## config.mk

```make
export PLATFORM = sky130hd
export DESIGN_NAME = hazard_stall_unit
export DESIGN_NICKNAME = d
export VERILOG_FILES = /design/src/rtl/hazard_stall_unit_pkg.sv /design/src/rtl/hazard_stall_unit_load_use_detect.sv /design/src/rtl/hazard_stall_unit.sv
export SDC_FILE = /design/constraint.sdc
export NUM_CORES = 1
export LEC_CHECK = 0
export ABC_CLOCK_PERIOD_IN_PS = 5100
export CORE_ASPECT_RATIO = 1.25
export CORE_MARGIN = 2
export CORE_UTILIZATION = 49
export CTS_BUF_LIST = sky130_fd_sc_hd__clkbuf_4 sky130_fd_sc_hd__clkbuf_8
export CTS_CLUSTER_DIAMETER = 200
export DETAILED_ROUTE_END_ITERATION = 7
export GPL_TIMING_DRIVEN = 0
export MAX_ROUTING_LAYER = met4
export PLACE_DENSITY = 0.87
export SYNTH_ARGS = -nofsm -noshare
export SYNTH_HDL_FRONTEND = slang
export SYNTH_SLANG_ARGS = --single-unit
```

## constraint.sdc

```tcl
create_clock -name clk -period 5.1 [get_ports clk]
set_input_delay 1.02 -clock clk [delete_from_list [all_inputs] [get_ports clk]]
set_output_delay 1.02 -clock clk [all_outputs]
set_load 0.02 [all_outputs]
```

## src/rtl/hazard_stall_unit_pkg.sv

```systemverilog
// Shared types and constants for the hazard/stall controller.
// HAZARD_MULDIV_EN (see hazard_stall_unit.sv) enables the multiply/divide stall FSM.
package hazard_stall_unit_pkg;

   localparam int unsigned REG_AW   = 3;
   localparam int unsigned DATA_W   = 16;
   localparam int unsigned MD_CNT_W = 4;

   localparam logic [REG_AW-1:0] ZERO_REG = '0;

   localparam logic [0:0] S_RUN     = 1'b0;
   localparam logic [0:0] S_MD_BUSY = 1'b1;

   typedef enum logic [0:0] {
      RUN     = S_RUN,
      MD_BUSY = S_MD_BUSY
   } state_e;

   // Pipeline register controls driven by the unit each cycle.
   typedef struct packed {
      logic pc_write;
      logic if_id_write;
      logic id_ex_write;
      logic if_id_flush;
      logic id_ex_bubble;
      logic ex_mem_bubble;
   } hazard_ctl_t;

   localparam hazard_ctl_t CTL_RUN    = '{1'b1, 1'b1, 1'b1, 1'b0, 1'b0, 1'b0};
   localparam hazard_ctl_t CTL_RESET  = '{1'b0, 1'b0, 1'b0, 1'b1, 1'b1, 1'b1};
   localparam hazard_ctl_t CTL_BRANCH = '{1'b1, 1'b1, 1'b1, 1'b1, 1'b1, 1'b0};
   localparam hazard_ctl_t CTL_MD     = '{1'b0, 1'b0, 1'b0, 1'b0, 1'b0, 1'b1};
   localparam hazard_ctl_t CTL_LOAD   = '{1'b0, 1'b0, 1'b1, 1'b0, 1'b1, 1'b0};

   function automatic logic [DATA_W-1:0] sat_inc(input logic [DATA_W-1:0] v);
      return (v == '1) ? v : v + DATA_W'(1);
   endfunction

endpackage

```

## src/rtl/hazard_stall_unit_load_use_detect.sv

```systemverilog
// Load-use comparator: EX-stage load whose destination is read by the ID instruction.
module load_use_detect
   import hazard_stall_unit_pkg::*;
(
   input  logic [REG_AW-1:0] rs_i,
   input  logic [REG_AW-1:0] rt_i,
   input  logic              uses_rs_i,
   input  logic              uses_rt_i,
   input  logic [REG_AW-1:0] ex_write_reg_i,
   input  logic              ex_mem_read_i,
   output logic              load_use_o
);

   logic rs_hit;
   logic rt_hit;

   assign rs_hit = uses_rs_i && (rs_i == ex_write_reg_i);
   assign rt_hit = uses_rt_i && (rt_i == ex_write_reg_i);

   // Writes to the zero register are discarded, so they never create a hazard.
   assign load_use_o = ex_mem_read_i && (ex_write_reg_i != ZERO_REG) && (rs_hit || rt_hit);

endmodule

```

## src/rtl/hazard_stall_unit.sv

```systemverilog
// Pipeline hazard/stall controller: load-use stall, branch flush, multiply/divide stall.
// Define HAZARD_MULDIV_EN to build the MD_BUSY state, md_cnt and md_skip.
module hazard_stall_unit
   import hazard_stall_unit_pkg::*;
#(
   parameter int unsigned MD_LATENCY = 4
) (
   input  logic              clk,
   input  logic              reset,
   input  logic [REG_AW-1:0] IF_ID_Rs,
   input  logic [REG_AW-1:0] IF_ID_Rt,
   input  logic              IF_ID_uses_rs,
   input  logic              IF_ID_uses_rt,
   input  logic [REG_AW-1:0] ID_EX_write_reg,
   input  logic              ID_EX_mem_read,
   input  logic              branch_taken,
   input  logic              md_start,
   input  logic              perf_clear,
   output logic              PC_write,
   output logic              IF_ID_write,
   output logic              ID_EX_write,
   output logic              IF_ID_flush,
   output logic              ID_EX_bubble,
   output logic              EX_MEM_bubble,
   output logic              md_busy,
   output logic [DATA_W-1:0] stall_cycles
);

   localparam logic [MD_CNT_W-1:0] MD_RELOAD = MD_CNT_W'(MD_LATENCY - 1);

   logic              load_use;
   hazard_ctl_t       ctl;
   logic [DATA_W-1:0] stall_cnt_q;
   logic [DATA_W-1:0] stall_cnt_d;

   load_use_detect u_load_use_detect (
      .rs_i           (IF_ID_Rs),
      .rt_i           (IF_ID_Rt),
      .uses_rs_i      (IF_ID_uses_rs),
      .uses_rt_i      (IF_ID_uses_rt),
      .ex_write_reg_i (ID_EX_write_reg),
      .ex_mem_read_i  (ID_EX_mem_read),
      .load_use_o     (load_use)
   );

`ifdef HAZARD_MULDIV_EN
   state_e              state_q;
   state_e              state_d;
   logic [MD_CNT_W-1:0] md_cnt_q;
   logic [MD_CNT_W-1:0] md_cnt_d;
   logic                md_skip_q;
   logic                md_skip_d;

   always_ff @(posedge clk or posedge reset) begin
      if (reset) begin
         state_q   <= RUN;
         md_cnt_q  <= '0;
         md_skip_q <= 1'b0;
      end else begin
         state_q   <= state_d;
         md_cnt_q  <= md_cnt_d;
         md_skip_q <= md_skip_d;
      end
   end

   // md_skip masks md_start for the one cycle after a stall so the held op does not retrigger.
   always_comb begin
      ctl       = CTL_RUN;
      state_d   = state_q;
      md_cnt_d  = md_cnt_q;
      md_skip_d = 1'b0;
      if (reset) begin
         ctl = CTL_RESET;
      end else begin
         case (state_q)
            MD_BUSY: begin
               ctl      = CTL_MD;
               md_cnt_d = md_cnt_q - MD_CNT_W'(1);
               if (md_cnt_q == MD_CNT_W'(1)) begin
                  state_d   = RUN;
                  md_skip_d = 1'b1;
               end
            end
            default: begin
               if (branch_taken) begin
                  ctl = CTL_BRANCH;
               end else if (md_start && !md_skip_q) begin
                  ctl      = CTL_MD;
                  state_d  = MD_BUSY;
                  md_cnt_d = MD_RELOAD;
               end else if (load_use) begin
                  ctl = CTL_LOAD;
               end
            end
         endcase
      end
   end

   assign md_busy = (state_q == MD_BUSY);
`else
   logic [MD_CNT_W:0] unused_md;

   assign unused_md = {md_start, MD_RELOAD};

   always_comb begin
      ctl = CTL_RUN;
      if (reset) begin
         ctl = CTL_RESET;
      end else if (branch_taken) begin
         ctl = CTL_BRANCH;
      end else if (load_use) begin
         ctl = CTL_LOAD;
      end
   end

   assign md_busy = 1'b0;
`endif

   assign PC_write      = ctl.pc_write;
   assign IF_ID_write   = ctl.if_id_write;
   assign ID_EX_write   = ctl.id_ex_write;
   assign IF_ID_flush   = ctl.if_id_flush;
   assign ID_EX_bubble  = ctl.id_ex_bubble;
   assign EX_MEM_bubble = ctl.ex_mem_bubble;

   // Saturating count of cycles with the PC frozen; clear has priority.
   always_comb begin
      stall_cnt_d = stall_cnt_q;
      if (perf_clear) begin
         stall_cnt_d = '0;
      end else if (!ctl.pc_write) begin
         stall_cnt_d = sat_inc(stall_cnt_q);
      end
   end

   always_ff @(posedge clk or posedge reset) begin
      if (reset) begin
         stall_cnt_q <= '0;
      end else begin
         stall_cnt_q <= stall_cnt_d;
      end
   end

   assign stall_cycles = stall_cnt_q;

endmodule

```

==> results of run 1 <==
[power by group through the flow]
stage / Sequential, mW / Combinational [mW] / Clock [mW]
detailed placement: 0.133 / 0.0609 / 0
global route: 0.130 / 0.0661 / 0.0901
finish: 0.130 / 0.0611 / 0.0871
floorplan: 0.134 / 0.0314 / 0
CTS: 0.130 / 0.0611 / 0.0861
global placement: 0.132 / 0.0591 / 0
[cell families (layout without fill, tap and decap cells)]
group	Yosys count	after routing
and+or+nand+nor	49	49
AOI/OAI and AO/OA	33	33
DFF	16	16
buffers and inverters	14	54
xor gates and xnor gates	6	6
muxes	2	2
adders and majority gates	1	1
other	1	1
[metrics by stage]
stage | util, % | hold WS [ns] | area (um2) | worst slack [ns] | power, mW
2_1_floorplan | - | 0.644 | 1090 | 1.82 | 0.165
3_3_place_gp | 68.9 | 0.562 | 1490 | 1.03 | 0.191
3_5_place_dp | 68.9 | 0.588 | 1490 | 1.00 | 0.193
4_1_cts | 70.6 | 0.598 | 1530 | 0.984 | 0.277
5_1_grt | 70.6 | 0.619 | 1530 | 0.823 | 0.287
6_report | 70.6 | 0.600 | 1530 | 1.05 | 0.278
[cell usage in the layout, fill, tap and decap left out, types with 2 or more instances in the layout]
cell	count
a21oi_1	16
and3_1	2
or3_1	2
dfrtp_1	16
nor2b_1	2
inv_1	3
nand4_1	6
nand2_1	5
buf_2	2
clkbuf_4	3
and3_4	2
mux2_1	2
clkbuf_1	4
nor2_1	3
buf_4	3
nand3_1	10
xnor2_1	6
o21ai_1	2
or4_1	10
o31ai_1	10
clkdlybuf4s50_1	36
[layer usage]
| metal | global-route usage [%] | part of all wire, % |
|---|---|---|
| met2 | 43.5 | 54 |
| met1 | 31.6 | 38 |
| met3 | 3.86 | 6.8 |
| met4 | 12.2 | 1.2 |
| met5 | - | 0 |
[cell type report]
cell class | instances | area share (%)
sequential | 16 | 26.2
inverter | 3 | 0.737
tap | 31 | 2.54
buffer | 11 | 4.09
timing repair buffer | 36 | 23.6
clock buffer | 4 | 2.38
multi-input combinational | 92 | 40.5
[critical path, delay by kind of cell]
family | cells | cell delay, ns
simple gates | 2 | 0.45
buf+inv | 3 | 1.55
[worst paths after layout]
kind                                  start                to  slack [ns]  cells after the start
max in group asynchronous             reset   stall_cycles[0]        3.44                      2
min                        stall_cycles[13]  stall_cycles[13]        0.60                      3
min in group asynchronous             reset  stall_cycles[13]        1.21                      2
max                                   reset      ID_EX_bubble        1.05                      5
min reg2reg                stall_cycles[13]  stall_cycles[13]        0.60                      3
max reg2reg                 stall_cycles[0]   stall_cycles[9]        2.89                      6
==> run_results.csv, run 1 <==
group,metric,value,unit
drt,wl_per_cell,15.6,um
worst_setup_path,arrival,3.03,ns
cts,numClockSinks,16,
placed_design,gp_congestion,0.849,
cts,clock_path_buffers,2,
die,start_util,50.5,%
yosys,synth-edff-count,0,
sta,setup_viol,0,
global_route,gr-total-overflow,0,
yosys,async_flop_share,100,%
sta,fin_skew,0.00291,ns
die,chipHeight,56.8,um
global_route,grt_pass1_wl,5100,um
yosys,synthTopCellsByArea,"dfrtp_1, a21oi_1, o31ai_1, or4_1, xnor2_1",
die,io_pins,40,
cts,post_cts_resized,0,
power,p_per_area,182,nW/um2
sta,fmax,247,MHz
worst_setup_path,cp_max_fo,20,
drt,routed_wl,3010,um
placed_design,numPortBuffers,36,
yosys,synthCells,122,
sta,slew_violations,0,
yosys,netlist_area,1090,um2
worst_setup_path,worst_setup_path_end_kind,"output port",
hold_path,min_path_type,"reg2reg",
cts,cts_max_level,1,
global_route,grt_max_degree,21,
worst_setup_path,critPathSlowestCell,"inv_1",
worst_setup_path,cp.required,4.08,ns
drt,drt_iter0_drc,46,
power,comb_power_share,22.0,%
layout,drive_gt1_share,10.5,%
placed_design,dp_hpwl,2250,um
yosys,synthMuxAreaShare,2.06,%
worst_setup_path,worst_setup_path_start_kind,"input pin",
sta,finalHoldViolCount,0,
power,internal_power,200,uW
cts,cts-root-buf,"clkbuf_4",
power,power_frac_clock,31.3,%
yosys,synth_top_area_cell,"dfrtp_1",
run,cap_violations,0,
drt,drtAntennaViolNets,0,
drt,viasPerCell,5.97,
yosys,synth_warnings,0,
die,design.core.area,2160,um2
cts,cts_hold_buf,0,
worst_setup_path,crit_top_cell,"clkdlybuf4s50_1",
power,seqPwrFrac,46.7,%
sta,slew_headroom,52.6,%
cts,clkTransAtPathRegs,0.10,ns
drt,drcViolationCount,0,
power,irDropWorstVdd,132,uV
sta,worst-slew-pin-transition,0.711,ns
yosys,synth_fa_ha_area_share,1.15,%
layout,fill_cells,166,
layout,final_cell_count_no_fill,193,
die,dieArea,2630,um2
layout,seq_area,400,um2
power,p_sw,78.6,uW
cts,cts_inserted_buffers,3,
worst_setup_path,path_cells,"clkdlybuf4s50_1 > inv_1 > nand2_1 > or2_2 > clkdlybuf4s50_1",
drt,vias,1153,
drt,first_pass_iters,4,
yosys,yosys.area_share.simple,28.2,%
yosys,synth_flop_cell,"dfrtp_1",
die,rows,19,
yosys,yosysTopAreaCellShare,36.7,%
yosys,ys_types,35,
layout,fin_nets,181,
power,netSwitchingFraction,28.2,%
yosys,synthTopCellsByCount,"a21oi_1, dfrtp_1, nand3_1, o31ai_1, or4_1",
sta,post-route-period-util,79.4,%
yosys,synth_fp_nets,140,
cts,cts_tree,"built",
global_route,antenna_found_initial,0,
yosys,synth_seq_cells,16,
yosys,synth_compound_area_share,20.0,%
placed_design,placedCellCount,189,
layout,diodes,0,
layout,syn_to_final_growth,39.9,%
yosys,syn_area_per_cell,8.95,um2
global_route,first_global_vias,1158,
worst_setup_path,worstSetupPathType,"in2out",
worst_setup_path,slowest_delay,0.55,ns
layout,largest_reg_flops,16,
yosys,synth_xor_area_share,4.81,%
power,p_leak,0.567,nW
global_route,grt_usage,26.9,%
sta,period_minus_slack,4.05,ns
die,die_w,46.2,um
cts,worst_skew_pair.late_latency,0.29,ns
sta,rsz0062_at_grt,"false",
cts,post_cts_buffers,0,
run_status,status,"finished clean",
yosys,synth_top_family_by_area,"simple AND/OR/NAND/NOR gates",
layout,multi_input_area,618,um2
yosys,ys_seq_area_share,36.7,%
sta,final.setup.tns,0,ns
Note: power is estimated with default switching activity, not from simulation.
==> run 2, diff against run 1 <==
- ABC_CLOCK_PERIOD_IN_PS: 5100 -> 3450
- CORE_UTILIZATION: 49 -> 41
- PLACE_DENSITY: 0.87 -> 0.78
- clock period: 5.1 -> 3.45 ns (I/O delays scaled with it)
==> run 2 against run 1 <==
Against the previous run:
- total power is 47% higher
- clock skew up 0.00069 ns
- sequential cell count is the same
- sequential power up 48%
- global-route usage shrank 4.4 points
- clock power rose by 46%
- worst hold slack worse by 0.0041 ns
- core utilization is 8.7 points lower
- die area grew 18%
- register-to-register slack lost 1.6 ns
- sequential share of layout area decreased by 0.11 points
- largest power group unchanged
==> run_results.csv, run 2 (same netlist as run 1, synthesis figures left out) <==
group,metric,value,unit
run_status,status,"finished clean",
layout,diodes,0,
cts,worst_skew_pair.late_latency,0.29,ns
sta,hold_ws,0.596,ns
drt,first_pass_iters,4,
die,start_util,44.1,%
sta,fmax,301,MHz
die,chipHeight,61.7,um
placed_design,gp_congestion,0.941,
layout,final_cell_mix,"clkdlybuf4s50_1, a21oi_1, dfrtp_1",
worst_setup_path,arrival,2.63,ns
placed_design,dp_hpwl,2210,um
die,die_w,50.2,um
cts,post_cts_resized,1,
cts,cts_hold_buf,0,
cts,cts_tree,"built",
worst_setup_path,cp.required,2.76,ns
placed_design,place_ws,0.0137,ns
drt,drt_iter0_drc,19,
cts,cts_inserted_buffers,3,
sta,post-route-period-util,96.2,%
drt,viasPerCell,6.03,
cts,post_cts_buffers,0,
worst_setup_path,critPathTopFamily,"buffers and inverters",
drt,wl_per_cell,15.4,um
layout,syn_to_final_growth,40.4,%
worst_setup_path,worstSetupPathType,"in2out",
placed_design,dpl_cell_area,1490,um2
worst_setup_path,critPathSlowestCell,"clkdlybuf4s50_1",
sta,slew_violations,0,
cts,cts_max_level,1,
worst_setup_path,critical_path_buf_inv_count,3,
layout,final_common_cell,"clkdlybuf4s50_1",
die,rows,20,
global_route,antenna_found_initial,0,
power,p_per_area,267,nW/um2
drt,routed_wl,3000,um
layout,final_cell_count_no_fill,195,
placed_design,numPortBuffers,36,
global_route,first_global_vias,1252,
placed_design,placedCellCount,191,
global_route,grt_usage,22.4,%
drt,drtAntennaViolNets,0,
sta,layout_setup_ws,0.131,ns
power,p_leak,0.562,nW
cts,numClockSinks,16,
power,irDropWorstVdd,191,uV
die,io_pins,40,
layout,fin_nets,181,
run,cap_violations,0,
layout,largest_reg_flops,16,
cts,clock_path_buffers,2,
global_route,grt_pass1_wl,5000,um
layout,fin_util,61.9,%
power,total_power,410,uW
layout,final_area,1530,um2
layout,drive_gt1_share,11.1,%
cts,cts-root-buf,"clkbuf_4",
worst_setup_path,worst_setup_path_start_kind,"input pin",
cts,clkTransAtPathRegs,0.10,ns
sta,finalHoldViolCount,0,
die,dieArea,3100,um2
worst_setup_path,path_cells,"clkdlybuf4s50_1 > or3_1 > nand2_1 > a21oi_1 > a21oi_1 > buf_4 > clkdlybuf4s50_1",
sta,period_minus_slack,3.32,ns
worst_setup_path,cp_max_fo,3,
worst_setup_path,slowest_delay,0.59,ns
sta,rsz0062_at_grt,"false",
global_route,gr-total-overflow,0,
drt,vias,1176,
drt,drcViolationCount,0,
sta,fin_skew,0.00360,ns
hold_path,min_path_type,"reg2reg",
sta,setup_viol,0,
global_route,grt_max_degree,21,
die,design.core.area,2480,um2
worst_setup_path,worst_setup_path_end_kind,"output port",
sta,final.setup.tns,0,ns
-- run 2: layout make-up --
class	count	area [um2]
fillers	215	943
multi-input cells	92	618
flip-flops and latches	16	400
repair buffers	36	360
plain buffers	11	62.6
well taps	33	41.3
clock buffers	4	36.3
inverters	3	15.0
-- run 2: final timing paths --
| check | endpoint | cells after the start | start | slack (ns) |
|---|---|---|---|---|
| worst max register to register | stall_cycles[9] | 6 | stall_cycles[0] | 1.28 |
| worst min-delay path | stall_cycles[4] | 2 | stall_cycles[4] | 0.60 |
| max in group asynchronous | stall_cycles[5] | 2 | reset | 2.37 |
| worst min register to register | stall_cycles[4] | 2 | stall_cycles[4] | 0.60 |
| min in group asynchronous | stall_cycles[2] | 2 | reset | 0.82 |
| worst max-delay path | PC_write | 7 | ID_EX_write_reg[0] | 0.13 |
-- run 2: metal layers --
layer	vias up	part of all wire [%]	global-route usage [%]
met5	-	0	-
met4	0	2.8	18.7
met3	9	4.9	2.15
met2	57	52	39.3
met1	562	40	23.1
li1	548	-	-
-- run 2: worst reg2reg max path: stages, from the launching register on --
cell and delay (ns):
dfrtp_1 0.46, ha_1 0.27, and3_4 0.21, a41o_4 0.31
buf_6 0.15, nor4_1 0.32, mux2_1 0.35
-- run 2: where the power goes --
part           internal [mW]  total [mW]  switching [mW]
combinational         0.0416      0.0900          0.0484
sequential             0.189       0.192         0.00321
clock                 0.0643       0.127          0.0630
total                  0.295       0.410           0.115
==> run 3, diff against run 2 <==
- ABC_CLOCK_PERIOD_IN_PS: 3450 -> not set
==> results of run 3 <==
No change in the layout: final DEF, timing and power equal those of run 2.
